==> config.mk <==
export PLATFORM = sky130hd
export DESIGN_NAME = updown_counter_n
export DESIGN_NICKNAME = d
export VERILOG_FILES = /design/src/rtl/updown_counter_pkg.sv /design/src/rtl/updown_prescaler.sv /design/src/rtl/updown_counter_n.sv
export SDC_FILE = /design/constraint.sdc
export NUM_CORES = 1
export LEC_CHECK = 0
export ABC_AREA = 1
export CAP_MARGIN = 20
export CORE_AREA = 8 8 45 47
export CTS_BUF_LIST = sky130_fd_sc_hd__clkbuf_2 sky130_fd_sc_hd__clkbuf_4 sky130_fd_sc_hd__clkbuf_8
export CTS_CLUSTER_DIAMETER = 100
export DETAILED_ROUTE_END_ITERATION = 16
export DIE_AREA = 0 0 53 55
export REMOVE_ABC_BUFFERS = 1
export SETUP_SLACK_MARGIN = 0.4
export SLEW_MARGIN = 20
export SYNTH_ARGS = -nofsm -noshare
export SYNTH_HDL_FRONTEND = slang
export SYNTH_HIERARCHICAL = 1
export SYNTH_SLANG_ARGS = --single-unit
==> constraint.sdc <==
create_clock -name clk -period 1.73 [get_ports clk]
set_clock_uncertainty 0.1 [all_clocks]
set_input_delay 0.346 -clock clk [delete_from_list [all_inputs] [get_ports clk]]
set_output_delay 0.346 -clock clk [all_outputs]
set_load 0.02 [all_outputs]
==> src/rtl/updown_counter_pkg.sv <==
// updown_counter_pkg: shared encodings for the up/down counter's mode and direction inputs
package updown_counter_pkg;
    localparam logic MODE_WRAP = 1'b0;
    localparam logic MODE_SAT  = 1'b1;
    localparam logic DIR_UP    = 1'b0;
    localparam logic DIR_DOWN  = 1'b1;
endpackage

==> src/rtl/updown_prescaler.sv <==
// updown_prescaler: counts enabled cycles 0..PRESCALE-1 and ticks on the terminal one
module updown_prescaler
    import updown_counter_pkg::*;
#(
    parameter int PRESCALE = 4
) (
    input  logic clk,
    input  logic n_rst,
    input  logic en,
    input  logic clr,
    output logic tick
);
    localparam int WIDTH = $clog2(PRESCALE) + 1;
    localparam logic [WIDTH-1:0] LAST = WIDTH'(PRESCALE - 1);
    logic [WIDTH-1:0] cnt_q, cnt_d;
    assign tick = en & (cnt_q == LAST);
    always_comb cnt_d = clr ? '0 : !en ? cnt_q : tick ? '0 : cnt_q + WIDTH'(1);
    always_ff @(posedge clk) cnt_q <= !n_rst ? '0 : cnt_d;
endmodule

==> src/rtl/updown_counter_n.sv <==
// updown_counter_n: bounded up/down counter with wrap/saturate, load, flags and ovf/unf pulses
// Optional step prescaler enabled by defining UDCNT_PRESCALE_EN.
module updown_counter_n
    import updown_counter_pkg::*;
#(
    parameter int WIDTH    = 3,
    parameter int MIN_VAL  = 0,
    parameter int MAX_VAL  = (1 << WIDTH) - 1,
    parameter int RST_VAL  = MIN_VAL,
    parameter int PRESCALE = 4
) (
    input  logic             clk,
    input  logic             n_rst,
    input  logic             en,
    input  logic             trig,
    input  logic             mode,
    input  logic             load,
    input  logic [WIDTH-1:0] load_val,
    output logic [WIDTH-1:0] out,
    output logic             at_max,
    output logic             at_min,
    output logic             ovf,
    output logic             unf
);
    localparam logic [WIDTH-1:0] MIN_W = WIDTH'(MIN_VAL);
    localparam logic [WIDTH-1:0] MAX_W = WIDTH'(MAX_VAL);
    localparam logic [WIDTH-1:0] RST_W = WIDTH'(RST_VAL);
    logic [WIDTH-1:0] out_q, out_d;
    logic ovf_q, ovf_d, unf_q, unf_d, step;
`ifdef UDCNT_PRESCALE_EN
    updown_prescaler #(.PRESCALE(PRESCALE)) u_pre (
        .clk  (clk),
        .n_rst(n_rst),
        .en   (en),
        .clr  (load),
        .tick (step)
    );
`else
    // PRESCALE only matters with the prescaler; an invalid value still blocks stepping
    assign step = en & (PRESCALE >= 1);
`endif
    assign at_max = out_q == MAX_W;
    assign at_min = out_q == MIN_W;
    // Bound compares only, so the counter never relies on native 2^WIDTH wrap
    always_comb begin
        out_d = out_q;
        ovf_d = 1'b0;
        unf_d = 1'b0;
        if (load)
            out_d = load_val < MIN_W ? MIN_W : load_val > MAX_W ? MAX_W : load_val;
        else if (step && trig == DIR_UP) begin
            ovf_d = at_max;
            out_d = !at_max ? out_q + WIDTH'(1) : mode == MODE_WRAP ? MIN_W : out_q;
        end else if (step && trig == DIR_DOWN) begin
            unf_d = at_min;
            out_d = !at_min ? out_q - WIDTH'(1) : mode == MODE_SAT ? out_q : MAX_W;
        end
    end
    always_ff @(posedge clk) begin
        out_q <= !n_rst ? RST_W : out_d;
        ovf_q <= n_rst & ovf_d;
        unf_q <= n_rst & unf_d;
    end
    assign out = out_q;
    assign ovf = ovf_q;
    assign unf = unf_q;
endmodule
==> results.toml <==
[synthesis]
yosys.area.top_type_share_pct = 23.4
ys_top_cells_by_count = "19 x nand2_1, 9 x inv_1, 6 x nor2_1"
yosysMostFrequentCell = "nand2_1"
synth_cells = 64
ys_ff_latch = 5
syn_area_um2 = 428
synthArstFlopShare_pct = 0
yosysTopAreaCell = "dfxtp_1"
yosys-top-cells-area = "dfxtp_1 23%, nand2_1 17%, ha_1 12%"
ys.flop_type = "dfxtp_1"
yosysUniqueCellTypes = 18
synth_area_per_cell_um2 = 6.69
ys_seq_area_share_pct = 23.4
synth_edf_count = 0
yosys_warnings = 6

[cells_and_area]
fin_cells = 109
postLayoutCoreUtil_pct = 57.6
design_area_um2 = 797
synthToLayoutAreaGrowth_pct = 86.3
final_nets = 107
multiInputGateArea_um2 = 364
filler_cell_count = 123
drive_above_1_share_pct = 50.5
seqCellArea_um2 = 109
diodes = 0

[drt]
antenna_left = 0
route.detailed.drc = 0
vias = 476
via_per_inst = 4.37
wl_per_cell_um = 10.8
finalWirelength_mm = 1.18
first_pass_iters = 4
drtIter0Drc = 3

[power_and_ir_drop]
seq_power_share_pct = 26.3
ir_worst_vdd_v = 0.000293
p_comb_share_pct = 44.7
p_int_mw = 0.348
power_density_nw_per_um2 = 659
p_leak_nw = 0.384
power_frac_clock_pct = 29.0
power.switching_mw = 0.178
switching_share_pct = 33.8

[floorplan]
start_util_pct = 30.9
row_count = 14
num_io_pins = 16
die_x_um = 53
coreArea_um2 = 1380
die_area_um2 = 2920
die_h_um = 55

[setup_path]
critical_path_required_ps = 1280
arrival_ps = 1040
path_class = "reg -> out"
cp-start-kind = "flip-flop"
cp-end-kind = "primary output"
path_max_fanout = 3
r2r_cells = 9

[sta]
relSlewSlack_pct = 87.1
tightest_slew_ps = 192
fin_crit_ps = 1490
hold_viol = 0
fmax_ghz = 0.671
whs_ps = 408
rsz0062_at_grt = "yes"
slew_violations = 0
fin_crit_sh_pct = 86.1
setup_violations = 0

[min_path]
min_path_cells = 3
hp-class = "in -> reg"

[placed_design]
io_buffer_count = 15
place.gp.congestion = 0.806
dp_hpwl_um = 965
numPlacedInstances = 103
place_area_um2 = 658

[global_routing]
grt_use_total_pct = 9.02
overflow = 0
grt_pass1_wl_mm = 1.93
grt_pass1_vias = 451
antenna_found_initial = 0
grt_max_degree = 8

[run]
maxCapViolations = 0

[clock_network]
cts_buffer_depth = 2
clock-sinks = 5
cts-htree-levels = 1
root_buffer = "clkbuf_4"
worst_skew_pair.late_latency_ps = 240
cts.clk_slew.worst_paths_ps = 40
cts-buffers-inserted = 3
cts_tree = "yes"

[status]
run_status = "completed"
-- what timing repair did --
action                                  CTS  global route
hold buffers                              0             0
pin swaps                                 9             6
endpoints found under the setup margin   10            10
buffers inserted                          2             0
gates resized for setup                  49            16
endpoints found under the hold margin     0             0
gates cloned                              0             0
-- worst max-delay path, cell delays in order, from the launching register on --
cell	delay (ps)
dfxtp_4	360
ha_4	160
ha_4	160
buf_6	120
-- cell type report --
class / instances / area share, %
multi-input combinational: 47 / 45.7
timing repair buffer: 25 / 27.8
sequential: 5 / 13.7
inverter: 12 / 6.59
clock buffer: 4 / 3.77
tap: 16 / 2.51
-- through the flow --
stage / worst slack, ps / TNS, ps / power, mW
floorplan: 171 / 0 / 0.237
global placement: 12.3 / 0 / 0.329
detailed placement: -4.80 / -4.80 / 0.330
CTS: 210 / 0 / 0.511
global route: 199 / 0 / 0.568
finish: 240 / 0 / 0.525
-- cell usage in the layout (no fill, tap or decap) --
| cell | instances |
|---|---|
| inv_4 | 3 |
| dlygate4sd2_1 | 3 |
| nand2_2 | 3 |
| nor4_1 | 1 |
| nand3_2 | 1 |
| a21oi_1 | 1 |
| inv_1 | 6 |
| clkbuf_4 | 4 |
| dfxtp_1 | 2 |
| nand3_4 | 3 |
| dfxtp_2 | 1 |
| a21oi_2 | 2 |
| clkbuf_2 | 2 |
| nand2_1 | 18 |
| nor2_4 | 2 |
| clkdlybuf4s50_1 | 5 |
| nor2_1 | 5 |
| buf_6 | 6 |
| nand2_4 | 1 |
| or2_1 | 2 |
| inv_2 | 3 |
| ha_4 | 4 |
| buf_4 | 9 |
| nor2_2 | 1 |
| dfxtp_4 | 2 |
| nand3_1 | 3 |
-- layer usage --
metal | up-vias | share of wire, % | track usage [%]
met5 | - | 0 | 0
met2 | 11 | 53 | 17.0
met1 | 208 | 40 | 8.36
met4 | 0 | 0 | 3.88
li1 | 257 | - | -
met3 | 0 | 6.7 | 3.74
-- worst paths after layout --
| kind | start | end | slack [ps] |
|---|---|---|---|
| setup / recovery | out[1] | at_max | 240 |
| hold / removal | trig | unf | 410 |
| setup reg to reg | out[0] | out[0] | 350 |
| hold reg to reg | out[0] | out[0] | 590 |
-- registers in the layout (all words and copies together), names as in the netlist --
| register | count |
|---|---|
| unf | 1 |
| out | 3 |
| ovf | 1 |
-- power by group through the flow --
| stage | Combinational (mW) | Sequential (mW) | Clock, mW |
|---|---|---|---|
| finish | 0.235 | 0.138 | 0.152 |
| global route | 0.257 | 0.139 | 0.172 |
| global placement | 0.197 | 0.132 | 0 |
| floorplan | 0.0910 | 0.146 | 0 |
| detailed placement | 0.198 | 0.132 | 0 |
| CTS | 0.216 | 0.136 | 0.159 |
-- logic make-up (layout without fill, tap and decap cells) --
group                      count (synthesis)  after routing  synth area share, %
AOI/OAI and AO/OA                          3              3                 4.39
adders and majority gates                  4              4                 11.7
buffers and inverters                     12             41                 11.1
DFF                                        5              5                 23.4
and+or+nand+nor                           40             40                 49.4
No activity file was read; power rests on OpenSTA's default activity.
